[src/rtl/mtp_seq_pkg.sv]
// Shared types and defaults for the MTP access sequencer: FSM states,
// default timing constants, strobe bundle and its idle value.
package mtp_seq_pkg;

  typedef enum logic [3:0] {
    S_IDLE,
    S_ARB,
    S_RD_SETUP,
    S_RD_STROBE,
    S_RD_CAP,
    S_WR_LOAD,
    S_WR_PULSE,
    S_WR_WAIT_LO,
    S_WR_WAIT_HI,
    S_NEXT
  } state_t;

  localparam int N_CH_DEF    = 3;
  localparam int AW_DEF      = 6;
  localparam int DW_DEF      = 16;
  localparam int LW_DEF      = 6;
  localparam int T_SETUP_DEF = 8;
  localparam int T_RDCLK_DEF = 4;
  localparam int T_WEN_DEF   = 2;
  localparam int WR_TMO_DEF  = 1023;

  typedef struct packed {
    logic cen;
    logic oen;
    logic wen;
    logic rd_clk;
  } strobe_t;

  localparam strobe_t STROBE_IDLE = '{cen: 1'b1, oen: 1'b1, wen: 1'b1, rd_clk: 1'b0};

  // Width of a down/up counter whose largest loaded value is max_val-1.
  function automatic int cnt_width(input int max_val);
    return (max_val > 1) ? $clog2(max_val) : 1;
  endfunction

  function automatic int max3(input int a, input int b, input int c);
    int m;
    m = (a > b) ? a : b;
    return (m > c) ? m : c;
  endfunction

endpackage

[src/rtl/mtp_seq_arb.sv]
// Fixed-priority arbiter: lowest requesting index wins, one-hot grant.
module mtp_seq_arb #(
  parameter int N_CH = 3
) (
  input  logic [N_CH-1:0] req,
  output logic [N_CH-1:0] grant,
  output logic            any
);

  // NOTE: every variable written in always_comb gets a default first so
  // no path leaves it unassigned and no latch is inferred.
  always_comb begin
    grant = '0;
    for (int i = N_CH - 1; i >= 0; i--) begin
      if (req[i]) begin
        grant    = '0;
        grant[i] = 1'b1;
      end
    end
  end

  assign any = |req;

endmodule

[src/rtl/mtp_access_seq.sv]
// Multi-channel MTP access sequencer: arbitrates burst jobs and drives MTP strobes.
// Optional WR_VERIFY_EN: read back each written word and abort the burst on mismatch.
module mtp_access_seq
  import mtp_seq_pkg::*;
#(
  parameter int N_CH    = N_CH_DEF,
  parameter int AW      = AW_DEF,
  parameter int DW      = DW_DEF,
  parameter int LW      = LW_DEF,
  parameter int T_SETUP = T_SETUP_DEF,
  parameter int T_RDCLK = T_RDCLK_DEF,
  parameter int T_WEN   = T_WEN_DEF,
  parameter int WR_TMO  = WR_TMO_DEF
) (
  input  logic              clk_1_92m,
  input  logic              rst_n,
  input  logic              new_cmd,
  input  logic [N_CH-1:0]   req,
  input  logic [N_CH-1:0]   req_wr,
  input  logic [N_CH*AW-1:0] req_ptr,
  input  logic [N_CH*LW-1:0] req_len,
  output logic [N_CH-1:0]   ack,
  input  logic [DW-1:0]     wr_data,
  output logic              wr_take,
  output logic [DW-1:0]     rd_data,
  output logic              rd_vld,
  output logic              word_done,
  output logic              job_done,
  output logic              job_err,
  output logic              busy,
  output logic [AW-1:0]     A,
  output logic              CEN,
  output logic              OEN,
  output logic              WEN,
  output logic              RD_CLK,
  output logic [DW-1:0]     DBI,
  input  logic [DW-1:0]     DBO,
  input  logic              READY
);

  localparam int TW    = cnt_width(max3(T_SETUP, T_RDCLK, T_WEN));
  localparam int TMO_W = cnt_width(WR_TMO);

  state_t             state;
  strobe_t            strb;
  logic               wr_q;
  logic [AW-1:0]      ptr_q;
  logic [LW-1:0]      len_q;
  logic [LW-1:0]      wcnt;
  logic [TW-1:0]      tcnt;
  logic [TMO_W-1:0]   tmo;
  logic [DW-1:0]      wr_reg;

  logic [N_CH-1:0]    grant;
  logic               any;
  logic               sel_wr;
  logic [AW-1:0]      sel_ptr;
  logic [LW-1:0]      sel_len;
  logic [AW-1:0]      addr_nxt;
  logic [LW-1:0]      wcnt_inc;
  logic               last_word;
  logic               tmo_hit;

  mtp_seq_arb #(.N_CH(N_CH)) u_arb (
    .req   (req),
    .grant (grant),
    .any   (any)
  );

  always_comb begin
    sel_wr  = 1'b0;
    sel_ptr = '0;
    sel_len = '0;
    for (int i = 0; i < N_CH; i++) begin
      if (grant[i]) begin
        sel_wr  = req_wr[i];
        sel_ptr = req_ptr[i*AW +: AW];
        sel_len = req_len[i*LW +: LW];
      end
    end
  end

  // Address wraps naturally at AW bits (2^AW-1 -> 0).
  assign addr_nxt  = ptr_q + AW'(wcnt);
  assign wcnt_inc  = wcnt + 1'b1;
  assign last_word = (wcnt_inc == len_q) || (len_q == '0);
  assign tmo_hit   = (tmo == TMO_W'(WR_TMO - 1));

  assign CEN    = strb.cen;
  assign OEN    = strb.oen;
  assign WEN    = strb.wen;
  assign RD_CLK = strb.rd_clk;
  assign DBI    = wr_reg;

  // NOTE: state and outputs use non-blocking assignments only, so every
  // read in this block sees the pre-edge value regardless of statement order.
  always_ff @(posedge clk_1_92m) begin
    if (!rst_n) begin
      // NOTE: these are a handful of flops, not a memory array, so all of
      // them (data registers included) are reset to known values.
      state     <= S_IDLE;
      strb      <= STROBE_IDLE;
      A         <= '0;
      ack       <= '0;
      wr_take   <= 1'b0;
      rd_data   <= '0;
      rd_vld    <= 1'b0;
      word_done <= 1'b0;
      job_done  <= 1'b0;
      job_err   <= 1'b0;
      busy      <= 1'b0;
      wr_q      <= 1'b0;
      ptr_q     <= '0;
      len_q     <= '0;
      wcnt      <= '0;
      tcnt      <= '0;
      tmo       <= '0;
      wr_reg    <= '0;
    end else begin
      ack       <= '0;
      wr_take   <= 1'b0;
      rd_vld    <= 1'b0;
      word_done <= 1'b0;
      job_done  <= 1'b0;
      job_err   <= 1'b0;

      if (new_cmd) begin
        strb  <= STROBE_IDLE;
        busy  <= 1'b0;
        state <= S_IDLE;
      end else begin
        unique case (state)
          S_IDLE: begin
            busy <= any;
            if (any) begin
              ack   <= grant;
              wr_q  <= sel_wr;
              ptr_q <= sel_ptr;
              len_q <= sel_len;
              wcnt  <= '0;
              state <= (sel_len == '0) ? S_NEXT : S_ARB;
            end
          end

          S_ARB: begin
            A        <= addr_nxt;
            strb.cen <= 1'b0;
            if (wr_q) begin
              wr_take <= 1'b1;
              state   <= S_WR_LOAD;
            end else begin
              strb.oen <= 1'b0;
              tcnt     <= TW'(T_SETUP - 1);
              state    <= S_RD_SETUP;
            end
          end

          S_RD_SETUP: begin
            if (tcnt == '0) begin
              strb.rd_clk <= 1'b1;
              tcnt        <= TW'(T_RDCLK - 1);
              state       <= S_RD_STROBE;
            end else begin
              tcnt <= tcnt - 1'b1;
            end
          end

          S_RD_STROBE: begin
            if (tcnt != '0) begin
              tcnt <= tcnt - 1'b1;
            end else begin
              strb.rd_clk <= 1'b0;
`ifdef WR_VERIFY_EN
              if (wr_q) begin
                strb.oen <= 1'b1;
                if (DBO != wr_reg) begin
                  strb     <= STROBE_IDLE;
                  job_err  <= 1'b1;
                  job_done <= 1'b1;
                  state    <= S_IDLE;
                end else begin
                  word_done <= 1'b1;
                  state     <= S_RD_CAP;
                end
              end else begin
                rd_data   <= DBO;
                rd_vld    <= 1'b1;
                word_done <= 1'b1;
                state     <= S_RD_CAP;
              end
`else
              rd_data   <= DBO;
              rd_vld    <= 1'b1;
              word_done <= 1'b1;
              state     <= S_RD_CAP;
`endif
            end
          end

          S_RD_CAP: state <= S_NEXT;

          S_WR_LOAD: begin
            wr_reg   <= wr_data;
            strb.wen <= 1'b0;
            tcnt     <= TW'(T_WEN - 1);
            state    <= S_WR_PULSE;
          end

          S_WR_PULSE: begin
            if (tcnt == '0) begin
              strb.wen <= 1'b1;
              tmo      <= '0;
              state    <= S_WR_WAIT_LO;
            end else begin
              tcnt <= tcnt - 1'b1;
            end
          end

          // One timeout budget covers both the READY fall and its return.
          S_WR_WAIT_LO, S_WR_WAIT_HI: begin
            if (tmo_hit) begin
              strb     <= STROBE_IDLE;
              job_err  <= 1'b1;
              job_done <= 1'b1;
              state    <= S_IDLE;
            end else begin
              tmo <= tmo + 1'b1;
              if (state == S_WR_WAIT_LO && !READY) begin
                state <= S_WR_WAIT_HI;
              end else if (state == S_WR_WAIT_HI && READY) begin
`ifdef WR_VERIFY_EN
                strb.oen <= 1'b0;
                tcnt     <= TW'(T_SETUP - 1);
                state    <= S_RD_SETUP;
`else
                word_done <= 1'b1;
                state     <= S_NEXT;
`endif
              end
            end
          end

          S_NEXT: begin
            wcnt <= wcnt_inc;
            if (last_word) begin
              strb     <= STROBE_IDLE;
              job_done <= 1'b1;
              state    <= S_IDLE;
            end else begin
              state <= S_ARB;
            end
          end

          default: begin
            strb  <= STROBE_IDLE;
            state <= S_IDLE;
          end
        endcase
      end
    end
  end

endmodule
[config.mk]
export PLATFORM = sky130hd
export DESIGN_NAME = mtp_access_seq
export DESIGN_NICKNAME = d
export VERILOG_FILES = /design/src/rtl/mtp_seq_pkg.sv /design/src/rtl/mtp_seq_arb.sv /design/src/rtl/mtp_access_seq.sv
export SDC_FILE = /design/constraint.sdc
export NUM_CORES = 1
export LEC_CHECK = 0
export BUFFER_PORTS_ARGS = -buffer_cell sky130_fd_sc_hd__buf_4
export CAP_MARGIN = 15
export CORE_ASPECT_RATIO = 0.8
export CORE_MARGIN = 5
export CORE_UTILIZATION = 45
export CTS_BUF_LIST = sky130_fd_sc_hd__clkbuf_2 sky130_fd_sc_hd__clkbuf_4 sky130_fd_sc_hd__clkbuf_8
export DETAILED_ROUTE_END_ITERATION = 6
export PLACE_DENSITY = 0.74
export RECOVER_POWER = 25
export SKIP_CTS_REPAIR_TIMING = 1
export SYNTH_ARGS = -nofsm -noshare
export SYNTH_HDL_FRONTEND = slang
export SYNTH_HIERARCHICAL = 1
export SYNTH_SLANG_ARGS = --single-unit
[constraint.sdc]
create_clock -name clk_1_92m -period 2.2 [get_ports clk_1_92m]
set_clock_uncertainty 0.1 [all_clocks]
set_input_delay 0.44 -clock clk_1_92m [delete_from_list [all_inputs] [get_ports clk_1_92m]]
set_output_delay 0.44 -clock clk_1_92m [all_outputs]
set_load 0.1 [all_outputs]
== After elaboration in Yosys (flattened, before gate mapping) ==
Index checks and enable logic that the tools add are counted.

* Input port bits: 78
* Memory bits (writable): 0
* Memory bits (read-only): 0
* Output and inout bits: 51
* Bits in latches: 0
* Memories: 0
* Bits in registers: 87
* Logic and storage cells: 142

* Shifts and indexed selects: 0
* Bitwise gates (word level): 11
* Reduce and logical (&&, ||, !) cells: 34
* Muxes and demuxes: 50
* Multiply operators: 0
* $add $sub $neg: 4
* Magnitude comparators: 0
* Equality and inequality tests: 22
* Divide/modulo/power cells: 0

{| class="wikitable"
|+ Operators with widths
! cell !! number
|-
| 6-bit 2-to-1 mux || 7
|-
| 4-bit 2-to-1 mux || 10
|-
| 4-bit one-hot mux with 9 select lines || 1
|-
| 3-bit 2-to-1 mux || 8
|-
| 10-bit 2-to-1 mux || 2
|-
| 2-bit inequality test, second input constant || 10
|-
| 10-bit one-hot mux with 2 select lines || 1
|-
| 4-bit by 3-bit == test with 1-bit output, second input constant || 4
|-
| 3-bit one-hot mux with 5 select lines || 1
|-
| 5-bit AND reduction || 3
|-
| 1-bit 2-to-1 mux || 14
|-
| 6-bit zero test || 2
|-
| 6-bit one-hot mux with 2 select lines || 1
|-
| 3-bit AND reduction || 4
|-
| 4-bit AND reduction || 3
|-
| 3-bit OR reduction || 4
|-
| 1-bit NOT || 11
|-
| 10-bit by 1-bit adder with 10-bit output, second input constant || 1
|-
| 10-bit == test, second input constant || 1
|-
| 1-bit one-hot mux with 5 select lines || 2
|-
| 5-bit OR reduction || 2
|-
| 4-bit by 2-bit == test with 1-bit output, second input constant || 2
|-
| 4-bit == test, second input constant || 2
|-
| 2-bit one-hot mux with 4 select lines || 1
|-
| other kinds (19) || 24
|}

== Logic depth before layout (Yosys ltp) ==
Gate-level depths: netlist of the first run.

* Word-level depth: 10
* Gate-level depth with buffers: 9
* Mapped depth without buffers: 9

== By module ==
Netlist of the first run, hierarchy kept.

{| class="wikitable"
|+ By module, submodules not included
! module !! area an instance (sq um) !! instances !! cells each !! seq. area each (sq um)
|-
| mtp_access_seq || 4396.7 || 1 || 530 || 1741.7
|-
| mtp_seq_arb || 27.5 || 1 || 4 || 0.0
|}

== Worst setup path after synthesis of the first run ==
Ideal clock, no wire load.

* Path type: input-to-reg
* Start point: in req[1]
* End point: reg state[3]
* Buffers on the path: 2
* Path slack: -0.133 ns
* Arrival: 2.163 ns
* Data required time: 2.029 ns
* Setup time: 0.071 ns
* Cell stages on the path: 9
* Path through: nor3b_1 -> clkbuf_1 -> inv_1 -> clkbuf_1 -> nor2_1 -> o22ai_1 -> or4_1 -> a31o_2 -> a21oi_1

* Longest elaborated chain between the ends: 9
* Elaborated cells on any way between the ends: 12
* Classes of those cells: eq/ne: 1; mux: 8; reduce/logical: 3

{| class="wikitable"
|+ RTL lines
! item !! RTL line !! RTL
|-
| start, declared || mtp_access_seq.sv:18 || <nowiki>input logic [N_CH-1:0] req,</nowiki>
|-
| 3-bit 2-to-1 mux (2 in a row) || mtp_seq_arb.sv:15 || <nowiki>if (req[i]) begin</nowiki>
|-
| 6-bit 2-to-1 mux (3 in a row) || mtp_access_seq.sv:75 || <nowiki>if (grant[i]) begin</nowiki>
|-
| 6-bit zero test || mtp_access_seq.sv:141 || <nowiki>state <= (sel_len == '0) ? S_NEXT : S_ARB;</nowiki>
|-
| 4-bit 2-to-1 mux || mtp_access_seq.sv:141 ||
|-
| 4-bit 2-to-1 mux || mtp_access_seq.sv:135 || <nowiki>if (any) begin</nowiki>
|-
| 4-bit one-hot mux with 9 select lines || mtp_access_seq.sv:132 || <nowiki>unique case (state)</nowiki>
|-
| end signal, assigned || mtp_access_seq.sv:141 ||
|-
| end, declared || mtp_access_seq.sv:44 || <nowiki>state_t state;</nowiki>
|}

Several ways; a longest one is shown, not always the timed one. The select of a mux whose other input is x is not followed.
A chain may end at the register's enable or synchronous reset.

== Worst setup path after layout of the first run ==
* Start point: reg tmo[0]
* End point: reg strb (netlist bit OEN)

* Longest elaborated chain between the ends: 3

{| class="wikitable"
|+ RTL lines
! item !! RTL line !! RTL
|-
| start, declared || mtp_access_seq.sv:51 || <nowiki>logic [TMO_W-1:0] tmo;</nowiki>
|-
| start signal, assigned || mtp_access_seq.sv:227 || <nowiki>tmo <= tmo + 1'b1;</nowiki>
|-
| 10-bit == test || mtp_access_seq.sv:87 || <nowiki>assign tmo_hit = (tmo == TMO_W'(WR_TMO - 1));</nowiki>
|-
| 2-bit inequality test (no source line) || n/a ||
|-
| 4-bit AND reduction (no source line) || n/a ||
|-
| end, declared || mtp_access_seq.sv:45 || <nowiki>strobe_t strb;</nowiki>
|}

No other way between the ends.

==> results of run 1 <==
-- critical path, cell delays in order, from the launching register on --
cell and delay (ps):
dfxtp_2 330, inv_1 50, ha_1 140, nand4_1 120, or3_4 350, and2_4 170
a211o_1 240, a211o_1 270, a221o_1 290
-- flip-flops by register name, indices dropped and copies added (netlist names) --
name,flops
state,4
WEN,1
tcnt,3
A,6
wr_q,1
job_err,1
wcnt,6
busy,1
ack,3
rd_data,16
tmo,10
ptr_q,6
len_q,6
DBI,16
RD_CLK,1
CEN,1
word_done,1
wr_take,1
OEN,1
rd_vld,1
job_done,1
-- kinds of logic after synthesis --
group | Yosys count | synth area share (%)
fa+ha+maj | 11 | 3.28
xor+xnor | 21 | 4.16
compound gates | 144 | 23.1
buf+inv | 48 | 4.58
simple gates | 214 | 23.4
flops | 87 | 39.4
mux | 9 | 2.04
-- power breakdown --
part           switching [mW]  internal (mW)
sequential             0.0277           1.60
combinational           0.305          0.283
clock                   0.615          0.534
total                   0.947           2.42
-- synthesized netlist by cell type, drive strengths merged, types with 5 or more instances --
library cell	count	area share, %
and3	6	0.85
a221oi	5	1.4
mux2i	9	2.0
xnor2	11	2.2
nor2b	19	2.7
buf	6	1.0
o21ai	24	2.7
clkbuf	26	2.2
dfxtp	87	39
nand2	96	8.2
nor3	12	1.4
ha	10	2.8
inv	16	1.4
a211oi	6	1.0
a21boi	34	5.8
and2	12	1.7
nor2	32	2.7
xor2	10	2.0
nand3	5	0.57
a21oi	29	3.3
nand4	9	1.3
a221o	6	1.4
a21o	6	1.0
-- stage by stage --
stage	hold WS [ps]	std cells	setup TNS [ps]	instance area [um2]
after global placement	342	806	-65.1	5870
after CTS	197	822	-84.2	6080
after floorplan	358	534	0	4460
final	210	823	0	6050
after detailed placement	349	806	-167	5870
after global routing	194	823	-57.5	6050
-- worst max path at each step --
stage                          end  slack (ps)  cells after the start
after global placement    state[3]         -70                      9
after CTS                   tmo[4]         -40                      9
after global routing           OEN         -40                      8
after floorplan                OEN           4                      7
final                          OEN          30                      8
after detailed placement  state[3]        -170                      8
-- final cells by class --
cell class	count	area, um2
sequential	87	1740
clock inverter	7	78.8
tap	119	149
clock buffer	9	124
timing repair buffer	186	1350
multi-input combinational	399	2550
fill	841	3560
inverter	16	60.1
-- routing by layer --
| layer | GRT usage, % | wire length [um] | vias up |
|---|---|---|---|
| met3 | 4.93 | 676 | 6 |
| met4 | 5.57 | 85 | 0 |
| met5 | 0 | 0 | - |
| li1 | - | - | 2209 |
| met2 | 36.0 | 6090 | 121 |
| met1 | 25.9 | 5430 | 2023 |
==> flow_summary.yaml, run 1 <==
status:
  status: "finished clean"
cells_and_area:
  final_layout_size_suffix_gt1_share_pct: 32.4
  utilization_pct: 63.0
  nets: 788
  final_cell_mix: "152 x buf_4, 95 x nand2_1, 85 x dfxtp_1"
  layout_commonest_cell: "buf_4"
  layout-area-overhead-vs-synth_pct: 36.7
  antenna_cells: 0
synthesis:
  synth-seq-cells: 87
  yosys_warnings: 6
  async_flop_share_pct: 0
  syn_avg_cell_area_um2: 8.29
  synth_cells: 534
  synth_fp_nets: 623
  ys_seq_area_share_pct: 39.4
  synth_edf_count: 0
  synthFlopType: "dfxtp_1"
  syn_area_um2: 4420
  synth_cell_types: 62
placed_design:
  place_congestion: 0.876
  place_ws_ps: -167
  dp_hpwl_um: 9290
  portBuffers: 128
hold_path:
  holdCritStartpoint: "DBO[13]"
  min_to: "rd_data[13]"
  hold_path_class: "in -> reg"
  hold_depth: 3
worst_setup_path:
  r2r_slack_ps: 30
  cp-startpoint: "tmo[0]"
  crit_type: "reg -> reg"
  start_kind: "flop"
  crit_required_ps: 2360
  endpoint_kind: "flop"
  critPathMaxFanout: 2
  reg2regPathDepth: 8
  crit_arrival_ps: 2330
  r2r-start: "tmo[0]"
  r2r_end: "OEN"
timing:
  fin_ws_ps: 29.4
  drv_slew: 0
  slew_headroom_pct: 55.1
  rsz0062_at_grt: "yes"
  min_period_ps: 2170
  setup_violations: 0
  tightest_slew_ps: 672
  final.period_utilization_pct: 98.7
  finalHoldViolCount: 0
  fmax_ghz: 0.461
power:
  total_power_mw: 3.37
  p_per_area_nw_per_um2: 557
  peakVddDrop_mv: 0.336
  p_leak_nw: 2.54
clock_tree:
  clockBufferDepth: 2
  h-tree-depth: 3
  clock_sink_count: 87
  numCtsBuffers: 9
  cts.clk_slew.worst_paths_ps: 90
  cts_tree: "yes"
  root_buffer: "clkbuf_8"
  clk_latency_ps: 370
die:
  num_io_pins: 129
  rows: 32
  die_y_um: 98.7
  chipWidth_um: 121
  die-area_um2: 11900
  initial_utilization_pct: 46.0
  core_area_um2: 9610
drt:
  drcViolationCount: 0
  viasPerCell: 5.30
  ant_nets: 0
  routed_wl_um: 12300
  first_pass_iters: 4
  wl_per_cell_um: 14.9
  drt-initial-drc-count: 219
  vias: 4359
global_route:
  overflow: 0
  antenna_found_initial: 0
  grt_max_degree: 45
  grt_pass1_vias: 4348
  grt_pass1_wl_um: 20500
  track_usage_pct: 20.8
flow_run:
  drv_cap: 0
No activity file was read; power rests on OpenSTA's default activity.
==> run 2, diff against run 1 <==
CORE_MARGIN = not set   (was 5)
CORE_UTILIZATION = 35   (was 45)
PLACE_DENSITY = not set   (was 0.74)
SKIP_LAST_GASP = 1   (was not set)
==> flow_summary.yaml, run 2 (same netlist as run 1, synthesis figures left out) <==
die:
  chipWidth_um: 128
  rows: 36
  die-area_um2: 13100
  initial_utilization_pct: 36.1
  die_y_um: 103
  core_area_um2: 12300
  num_io_pins: 129
worst_setup_path:
  start_kind: "flop"
  crit_arrival_ps: 2330
  crit_required_ps: 2360
  r2r_slack_ps: 30
  cp_slowest_stage_delay_ps: 330
  worst-path-buf-inv: 1
  critPathMaxFanout: 2
  reg2regPathDepth: 8
  r2r-start: "tmo[0]"
  crit_family: "compound AO/OA/AOI/OAI gates"
  r2r_end: "OEN"
  endpoint_kind: "flop"
  path_cells: "inv_1 -> ha_1 -> nand4_1 -> or3_1 -> and2_1 -> a211o_1 -> a211o_1 -> a221o_1"
  critPathSlowestCell: "or3_1"
  crit_top_cell: "a211o_1"
  crit_type: "reg -> reg"
clock_tree:
  cts_tree: "yes"
  clk_latency_ps: 370
  clock_sink_count: 87
  numCtsBuffers: 9
  cts.clk_slew.worst_paths_ps: 90
  root_buffer: "clkbuf_8"
  h-tree-depth: 3
  clockBufferDepth: 2
power:
  power_switching_share_pct: 25.5
  p_per_area_nw_per_um2: 564
  total_power_mw: 3.46
  seq_power_share_pct: 47.2
  switching_power_mw: 0.880
  peakVddDrop_mv: 0.256
  pwr-share-comb_pct: 16.9
  p_clk_share_pct: 35.9
  p_int_mw: 2.58
  p_leak_nw: 2.54
placed_design:
  dp_hpwl_um: 8920
  place_congestion: 0.837
  portBuffers: 128
drt:
  drt-initial-drc-count: 204
  vias: 4283
  viasPerCell: 4.93
  first_pass_iters: 4
  routed_wl_um: 11800
  drcViolationCount: 0
  wl_per_cell_um: 13.6
  ant_nets: 0
cells_and_area:
  final_cell_mix: "178 x buf_4, 95 x nand2_1, 86 x dfxtp_1"
  utilization_pct: 50.1
  layout-area-overhead-vs-synth_pct: 38.6
  antenna_cells: 0
  final_layout_size_suffix_gt1_share_pct: 31.1
  layout_commonest_cell: "buf_4"
  fill_cells: 1203
  nets: 782
hold_path:
  hold_path_class: "in -> reg"
  hold_depth: 3
  holdCritStartpoint: "wr_data[14]"
  min_to: "DBI[14]"
timing:
  rsz0062_at_grt: "yes"
  tightest_slew_ps: 631
  final.period_utilization_pct: 98.5
  drv_slew: 0
  setup_violations: 0
  slew_headroom_pct: 57.8
  fmax_ghz: 0.462
  finalHoldViolCount: 0
  min_period_ps: 2170
global_route:
  track_usage_pct: 18.6
  overflow: 0
  grt_max_degree: 53
  grt_pass1_wl_um: 19400
  grt_pass1_vias: 4137
  antenna_found_initial: 0
flow_run:
  drv_cap: 0
status:
  status: "finished clean"
-- run 2: changes by cell type in the layout (fill, tap and decap cells not counted), sizes merged --
| cell | change |
|---|---|
| clkinv | -1 |
| buf | +24 |
| bufinv | +1 |
| clkinvlp | -2 |
| clkbuf | -27 |
| inv | -2 |
-- run 2: per-layer routing --
| metal | global-route usage, % | share of wire, % | up-vias |
|---|---|---|---|
| li1 | - | - | 2189 |
| met1 | 23.6 | 46 | 1978 |
| met2 | 31.7 | 48 | 103 |
| met3 | 3.89 | 4.5 | 13 |
| met4 | 6.61 | 1.5 | 0 |
| met5 | 0 | 0 | - |
-- run 2: layout make-up --
class	count	area (um2)	share of cell area, %
clock inverters	3	67.6	1.10
inverters	16	60.1	0.979
flip-flops and latches	87	1740	28.4
repair buffers	180	1360	22.2
well taps	171	214	3.49
multi-input cells	399	2530	41.3
clock buffers	12	153	2.49
-- run 2: power by group through the flow --
stage	logic, mW	registers [mW]	clock network [mW]
2_1_floorplan	0.270	1.72	0
3_3_place_gp	0.566	1.67	0
3_5_place_dp	0.574	1.67	0
4_1_cts	0.575	1.63	1.28
5_1_grt	0.639	1.64	1.34
6_report	0.583	1.63	1.24
-- run 2: worst max-delay path by stage --
stage                       from  depth (start not counted)       end  slack (ps)
after CTS                 tmo[0]                          8       OEN          20
after floorplan           tmo[1]                          7       OEN           4
after global routing      tmo[0]                          8       OEN        -110
final                     tmo[0]                          8       OEN          30
after global placement    req[0]                          8  state[3]         -40
after detailed placement  req[0]                          8  state[3]        -140
-- run 2: metrics by stage --
stage | TNS [ps] | instance area (um2) | worst slack, ps | std cells | hold slack [ps]
finish | 0 | 6130 | 33.6 | 868 | 219
global route | -171 | 6130 | -105 | 868 | 206
CTS | 0 | 6110 | 24.9 | 868 | 202
detailed placement | -164 | 5890 | -138 | 853 | 347
global placement | -41.5 | 5890 | -41.5 | 853 | 342
floorplan | 0 | 4460 | 4.23 | 534 | 358
-- run 2: worst reg2reg max path: stages, from the launching register on --
cell and delay, ps:
dfxtp_1 320, inv_1 50, ha_1 130, nand4_1 100
or3_1 330, and2_1 190, a211o_1 260, a211o_1 280
a221o_1 300
